<file path="src/rtl/inst_seq.sv">
// Multi-cycle instruction sequencer: owns the PC and steps each instruction
// through fetch, execute, optional load and writeback, with a bus-stall timeout.
module inst_seq #(
   parameter logic [31:0] RESET_PC = 32'h8000_0000,
   parameter int          TIMEOUT  = 255
) (
   input  logic        clk,
   input  logic        rst_n,
   output logic        if_req_valid,
   input  logic        if_req_ready,
   output logic [31:0] if_addr,
   input  logic        if_rsp_valid,
   input  logic [31:0] if_rsp_inst,
   output logic [31:0] inst,
   input  logic        dec_stop_sim,
   input  logic        dec_memtoreg,
   input  logic [4:0]  dec_rd,
   input  logic [31:0] alu_result,
   input  logic        br_taken,
   input  logic [31:0] br_target,
   output logic        mem_req_valid,
   input  logic        mem_req_ready,
   output logic [31:0] mem_addr,
   input  logic        mem_rsp_valid,
   input  logic [31:0] mem_rsp_rdata,
   output logic        rf_wen,
   output logic [4:0]  rf_waddr,
   output logic [31:0] rf_wdata,
   output logic [31:0] pc,
   output logic        retired,
   output logic        halted,
   output logic        bus_err
);

   typedef enum logic [2:0] {
      S_FETCH, S_IF_WAIT, S_EX, S_MEM, S_MEM_WAIT, S_WB, S_HALT
   } state_t;

   localparam logic [7:0] STALL_LAST = 8'(TIMEOUT - 1);

   state_t      state_q, state_d;
   logic [31:0] pc_q, pc_d;
   logic [31:0] inst_q, inst_d;
   logic [31:0] alu_q, alu_d;
   logic [31:0] rdata_q, rdata_d;
   logic [4:0]  rd_q, rd_d;
   logic        memtoreg_q, memtoreg_d;
   logic        br_taken_q, br_taken_d;
   logic [31:0] br_target_q, br_target_d;
   logic [7:0]  stall_q, stall_d;
   logic        bus_err_q, bus_err_d;
   logic        stop_ret_q, stop_ret_d;
   logic        stalled;

   always_ff @(posedge clk or negedge rst_n) begin
      if (!rst_n) begin
         state_q     <= S_FETCH;
         pc_q        <= RESET_PC;
         inst_q      <= 32'h0000_0013;
         alu_q       <= '0;
         rdata_q     <= '0;
         rd_q        <= '0;
         memtoreg_q  <= 1'b0;
         br_taken_q  <= 1'b0;
         br_target_q <= '0;
         stall_q     <= '0;
         bus_err_q   <= 1'b0;
         stop_ret_q  <= 1'b0;
      end else begin
         state_q     <= state_d;
         pc_q        <= pc_d;
         inst_q      <= inst_d;
         alu_q       <= alu_d;
         rdata_q     <= rdata_d;
         rd_q        <= rd_d;
         memtoreg_q  <= memtoreg_d;
         br_taken_q  <= br_taken_d;
         br_target_q <= br_target_d;
         stall_q     <= stall_d;
         bus_err_q   <= bus_err_d;
         stop_ret_q  <= stop_ret_d;
      end
   end

   always_comb begin
      state_d     = state_q;
      pc_d        = pc_q;
      inst_d      = inst_q;
      alu_d       = alu_q;
      rdata_d     = rdata_q;
      rd_d        = rd_q;
      memtoreg_d  = memtoreg_q;
      br_taken_d  = br_taken_q;
      br_target_d = br_target_q;
      bus_err_d   = bus_err_q;
      stop_ret_d  = 1'b0;
      stall_d     = '0;
      stalled     = 1'b0;

      case (state_q)
         S_FETCH: begin
            if (if_req_ready) state_d = S_IF_WAIT;
            else              stalled = 1'b1;
         end
         S_IF_WAIT: begin
            if (if_rsp_valid) begin
               inst_d  = if_rsp_inst;
               state_d = S_EX;
            end else begin
               stalled = 1'b1;
            end
         end
         S_EX: begin
            if (dec_stop_sim) begin
               state_d    = S_HALT;
               stop_ret_d = 1'b1;
            end else begin
               alu_d       = alu_result;
               rd_d        = dec_rd;
               memtoreg_d  = dec_memtoreg;
               br_taken_d  = br_taken;
               br_target_d = br_target;
               state_d     = dec_memtoreg ? S_MEM : S_WB;
            end
         end
         S_MEM: begin
            if (mem_req_ready) state_d = S_MEM_WAIT;
            else               stalled = 1'b1;
         end
         S_MEM_WAIT: begin
            if (mem_rsp_valid) begin
               rdata_d = mem_rsp_rdata;
               state_d = S_WB;
            end else begin
               stalled = 1'b1;
            end
         end
         S_WB: begin
            pc_d    = br_taken_q ? br_target_q : pc_q + 32'd4;
            state_d = S_FETCH;
         end
         default: state_d = S_HALT;
      endcase

      // Counter only survives cycles that stay in the same wait state.
      if (stalled) begin
         if (stall_q == STALL_LAST) begin
            state_d   = S_HALT;
            bus_err_d = 1'b1;
         end else begin
            stall_d = stall_q + 8'd1;
         end
      end
   end

   assign if_req_valid  = (state_q == S_FETCH);
   assign if_addr       = pc_q;
   assign inst          = inst_q;
   assign mem_req_valid = (state_q == S_MEM);
   assign mem_addr      = alu_q;
   assign rf_wen        = (state_q == S_WB) && (rd_q != 5'd0);
   assign rf_waddr      = rd_q;
   assign rf_wdata      = memtoreg_q ? rdata_q : alu_q;
   assign pc            = pc_q;
   // A stop retires in the first HALT cycle so the pulse stays register-driven.
   assign retired       = (state_q == S_WB) || stop_ret_q;
   assign halted        = (state_q == S_HALT);
   assign bus_err       = bus_err_q;

endmodule

</file>
<file path="config.mk">
export PLATFORM = sky130hd
export DESIGN_NAME = inst_seq
export DESIGN_NICKNAME = d
export VERILOG_FILES = /design/src/rtl/inst_seq.sv
export SDC_FILE = /design/constraint.sdc
export NUM_CORES = 1
export LEC_CHECK = 0
export CORE_ASPECT_RATIO = 1.1
export CORE_MARGIN = 2
export CORE_UTILIZATION = 46
export CTS_BUF_LIST = sky130_fd_sc_hd__clkbuf_8
export DETAILED_ROUTE_END_ITERATION = 8
export PLACE_DENSITY = 0.87
export RECOVER_POWER = 100
export SYNTH_ARGS = -nofsm -noshare
export SYNTH_HDL_FRONTEND = slang
export SYNTH_SLANG_ARGS = --single-unit
</file>
<file path="constraint.sdc">
create_clock -name clk -period 2.2 [get_ports clk]
set_input_delay 0.33 -clock clk [delete_from_list [all_inputs] [get_ports clk]]
set_output_delay 0.33 -clock clk [all_outputs]
set_load 0.02 [all_outputs]
</file>
==> metrics list <==
- TritonCTS built the clock tree.
* Post-synth ARST share: 100%
* Final core utilization: 67.4%
- Result of the run: finished clean
- Nets@finish: 1111
- Final Slew Violations: 0
* Fraction of power spent switching nets: 40.9%
- Cell depth of the worst flop-to-flop path: 5
* Switching Power: 7.16 mW
- Most common flop cell mapped by yosys: sky130_fd_sc_hd__dfrtp_1
- The clock network accounts for 12.9% of the total power.
* Hold violation count in the final report: 0
- The number of global-route vias before repair is 6774.
* Core region area: 17700 um^2
- Area leader, netlist: sky130_fd_sc_hd__dfrtp_1
* Largest fanout of any net on the critical path: 8
* Clock-pin slew of the registers on the worst-case setup and hold paths: 0.10 ns
- Cell with the largest stage delay on the worst path: sky130_fd_sc_hd__dfrtp_1
- Together, buffers and inverters on the worst path number 2.
- Final Setup Violations: 0
- CP max stage delay: 0.47 ns
* Depth of the worst hold-timing path: 2
- Counting along the longest clock path gives a buffer depth of 2.
- The detailed router put a total of 8.89 mm of wire on met1.
- Average size of a mapped cell: 12.4 um^2
- Worst path arrival time: 1.77 ns
- Counting flops and latches in the post-synthesis netlist gives 180.
- Synth unique cells: 56
- The detail route stage leaves a number of antenna-violating nets equal to 0.
* Combinational group share of total power: 52.1%
* Worst-Skew Late Latency: 0.46 ns
- After global routing the overflow that remains totals 0.
* Filler Cell Count: 1373
- Setup repair after global routing left no endpoint under its margin.
* Vias post-DR: 6554
* Start-to-end type of the worst setup path: register to primary output
- The worst setup path is captured at a primary output.
* Routed met2 length: 11.8 mm
* Initial Utilization: 47.1%
* Wire length of the first global-routing pass: 36.7 mm
* Routed length per placed instance: 19.0 um
- Measured along the y axis, the die boundary spans 145 um.
* Share of post-route cells with drive strength above 1: 24.1%
- Counting flops with a built-in enable in the synthesized netlist gives 0.
- Type of the worst min-delay path: input port to register
- Cell chosen for the clock root: sky130_fd_sc_hd__clkbuf_8
- Cell-internal power: 10.4 mW
- Subtracting the final worst setup slack from the clock period gives 2.10 ns.
- Top cells by count, synth: 176 x sky130_fd_sc_hd__dfrtp_1, 159 x sky130_fd_sc_hd__mux2_2, 34 x sky130_fd_sc_hd__nor2_1
- The number of antenna violations at the first check in global routing came to 1.
- Slew HR: 15.5%
- Final Wtd Congestion: 0.850
- In the post-synthesis netlist, the cell with the most instances is sky130_fd_sc_hd__dfrtp_1.
- Sequential cells burn 35.1% of the power.
- STA classifies the critical path startpoint as a register.
- The first routing iteration left 344 violations.
- Count of TritonRoute iterations in the first routing pass: 4
- Total standard cell area after synthesis: 8350 um^2
- Derived from the worst setup path, the maximum achievable clock frequency is 475 MHz.
* Relative area change from synthesis to final layout: 43.1%
- Summed over all nets, the half-perimeter wirelength after detailed placement is 17.3 mm.
- Die Outline Area: 19200 um^2
- Met3 WL post-DR: 1.69 mm
- STA puts the critical path data required time at 1.87 ns.
- Worst-margin pin slew: 1.27 ns
- When the netlist entered floorplanning its net count stood at 816.
- TritonCTS created 17 clock buffers.
- Logic depth of the worst setup path including buffers: 3
- Top Layer Used: met4
* Number of rows in the core area: 51
- IR analysis of the VDD net gives a maximum drop of 0.851 mV.
- After layout, the worst path uses 95.6% of the clock period.
- Sequential cells were found to cover 54.0% of the synthesized design area.
- Total clock sinks: 180
- Ranking of synthesized cells by area: sky130_fd_sc_hd__dfrtp_1 53%, sky130_fd_sc_hd__mux2_2 21%, sky130_fd_sc_hd__buf_4 3.0%
- Maximum number of pins on one net before global-route repair: 59
* Drc violations: 0
- The floorplan step set the die width to 132 um.
- CP cell instances: buf_4, nor2_1, dlygate4sd2_1
* Total Negative Setup Slacks: 0 ns
- Static power due to leakage: 5.07 nW
- Warnings from Yosys: 0
* Avg Vias per Cell: 5.38
* Number of port buffers: 312
- Synth Instances: 671
- Total number of H-tree levels: 4
- Across the run, the number of max-cap violations was 0.
* PD cells: 1470 nW/um^2
- The routed design has 23.1 mm of wire.
- Ports placed on the boundary: 313
- Among cell families on the critical path, the largest total delay comes from buffers and inverters.
- Synth top area share: 52.7%
- Between clock sinks in the finished design, the worst skew comes to 0.0155 ns.
* Tot GR Track Use: 24.4%
logic make-up (layout without fill, tap and decap cells):
logic type / Yosys count / after routing / synth area share [%]
XOR/XNOR: 6 / 6 / 0.629
buffers and inverters: 74 / 382 / 5.57
flip-flops: 180 / 180 / 54.0
other: 0 / 1 / 0
AND/OR/NAND/NOR: 138 / 138 / 8.99
AO/OA/AOI/OAI: 98 / 98 / 7.22
multiplexers: 172 / 172 / 23.1
adder cells (fa/ha/maj): 3 / 3 / 0.450
worst reg2reg max path: stages, from the launching register on:
cell and delay [ns]:
sky130_fd_sc_hd__dfrtp_1 0.52, sky130_fd_sc_hd__nand4_4 0.20, sky130_fd_sc_hd__or4_4 0.59, sky130_fd_sc_hd__nor4_1 0.31, sky130_fd_sc_hd__a31oi_1 0.14, sky130_fd_sc_hd__o22a_1 0.18
cell type report:
class | count | area (um^2) | area share [%]
sequential | 180 | 4510 | 37.7
tap | 238 | 298 | 2.49
timing repair buffer | 344 | 3350 | 28.0
inverter | 6 | 22.5 | 0.188
clock inverter | 10 | 96.3 | 0.806
clock buffer | 22 | 303 | 2.53
multi-input combinational | 417 | 3370 | 28.2
antenna | 1 | 2.50 | 0.0209
flip-flops by register name (all words and copies together) (netlist names):
name         cells
mem_addr        32
br_target_q     32
inst            32
if_addr         32
bus_err          1
br_taken_q       1
stop_ret_q       1
rf_waddr         5
memtoreg_q       1
stall_q          8
rdata_q         32
state_q          3
final timing paths:
| kind | from | end | slack [ns] |
|---|---|---|---|
| worst max-delay path | state_q[0] | halted | 0.1 |
| worst min-delay path | mem_rsp_rdata[1] | rdata_q[1] | 0.47 |
| worst max register to register | if_addr[18] | if_addr[30] | 0.14 |
| worst min register to register | bus_err | bus_err | 0.48 |
| max in group asynchronous | rst_n | rdata_q[2] | 0.35 |
| min in group asynchronous | rst_n | if_addr[12] | 0.70 |
per-stage QoR:
stage               area (um^2)  instances  worst slack (ns)  power, mW  hold slack, ns
finish                    12000       1218            0.0969       17.5           0.472
global route              12000       1218            0.0144       18.5           0.450
CTS                       12000       1213            0.0105       18.1           0.378
detailed placement        11600       1180             0.109       16.2           0.302
global placement          11600       1180             0.158       15.9           0.301
floorplan                  8350        671             0.190       11.7          0.0344
per-layer routing:
metal	vias up	track usage, %
li1	2984	-
met1	3215	28.6
met2	301	41.5
met3	54	6.74
met4	0	11.3
met5	-	0
placed cells by master (no fill, tap or decap), types with 3 or more instances in the layout:
cell | synthesis | routed
sky130_fd_sc_hd__a21oi_1 | 27 | 27
sky130_fd_sc_hd__a2bb2oi_1 | 4 | 4
sky130_fd_sc_hd__a311oi_1 | 4 | 4
sky130_fd_sc_hd__a31oi_1 | 4 | 4
sky130_fd_sc_hd__and3_1 | 7 | 7
sky130_fd_sc_hd__buf_12 | 0 | 4
sky130_fd_sc_hd__buf_4 | 33 | 19
sky130_fd_sc_hd__clkbuf_2 | 0 | 4
sky130_fd_sc_hd__clkbuf_4 | 0 | 3
sky130_fd_sc_hd__clkbuf_8 | 0 | 22
sky130_fd_sc_hd__clkdlybuf4s50_1 | 0 | 140
sky130_fd_sc_hd__clkinvlp_4 | 0 | 3
sky130_fd_sc_hd__dfrtp_1 | 176 | 176
sky130_fd_sc_hd__dfstp_2 | 4 | 4
sky130_fd_sc_hd__dlygate4sd2_1 | 0 | 36
sky130_fd_sc_hd__dlygate4sd3_1 | 0 | 135
sky130_fd_sc_hd__ha_1 | 3 | 3
sky130_fd_sc_hd__inv_1 | 5 | 6
sky130_fd_sc_hd__mux2_1 | 9 | 9
sky130_fd_sc_hd__mux2_2 | 159 | 159
sky130_fd_sc_hd__mux2i_1 | 4 | 4
sky130_fd_sc_hd__nand2_1 | 31 | 31
sky130_fd_sc_hd__nand2b_1 | 3 | 3
sky130_fd_sc_hd__nand3_1 | 15 | 15
sky130_fd_sc_hd__nand4_1 | 9 | 9
sky130_fd_sc_hd__nor2_1 | 34 | 34
sky130_fd_sc_hd__nor3_1 | 7 | 7
sky130_fd_sc_hd__nor4_1 | 5 | 6
sky130_fd_sc_hd__o21a_1 | 5 | 5
sky130_fd_sc_hd__o21ai_0 | 30 | 30
sky130_fd_sc_hd__o22a_1 | 4 | 4
sky130_fd_sc_hd__o22ai_1 | 8 | 8
sky130_fd_sc_hd__or2_2 | 4 | 4
sky130_fd_sc_hd__or3_1 | 4 | 4
sky130_fd_sc_hd__xor2_1 | 5 | 5
power groups by stage:
stage	Sequential (mW)	Clock, mW	Combinational (mW)
floorplan	7.03	0	4.64
CTS	6.22	2.31	9.59
global placement	6.17	0	9.70
detailed placement	6.26	0	9.90
finish	6.14	2.26	9.11
global route	6.36	2.45	9.66
repair_timing:
| action | 4_1_cts | 5_1_grt |
|---|---|---|
| resized for setup | 39 | 1 |
| hold buffers | 1 | 0 |
| setup endpoints to repair | 37 | 2 |
| hold endpoints to repair | 43 | 0 |
| setup buffers | 0 | 4 |
Power figures use the tool's default switching activity.
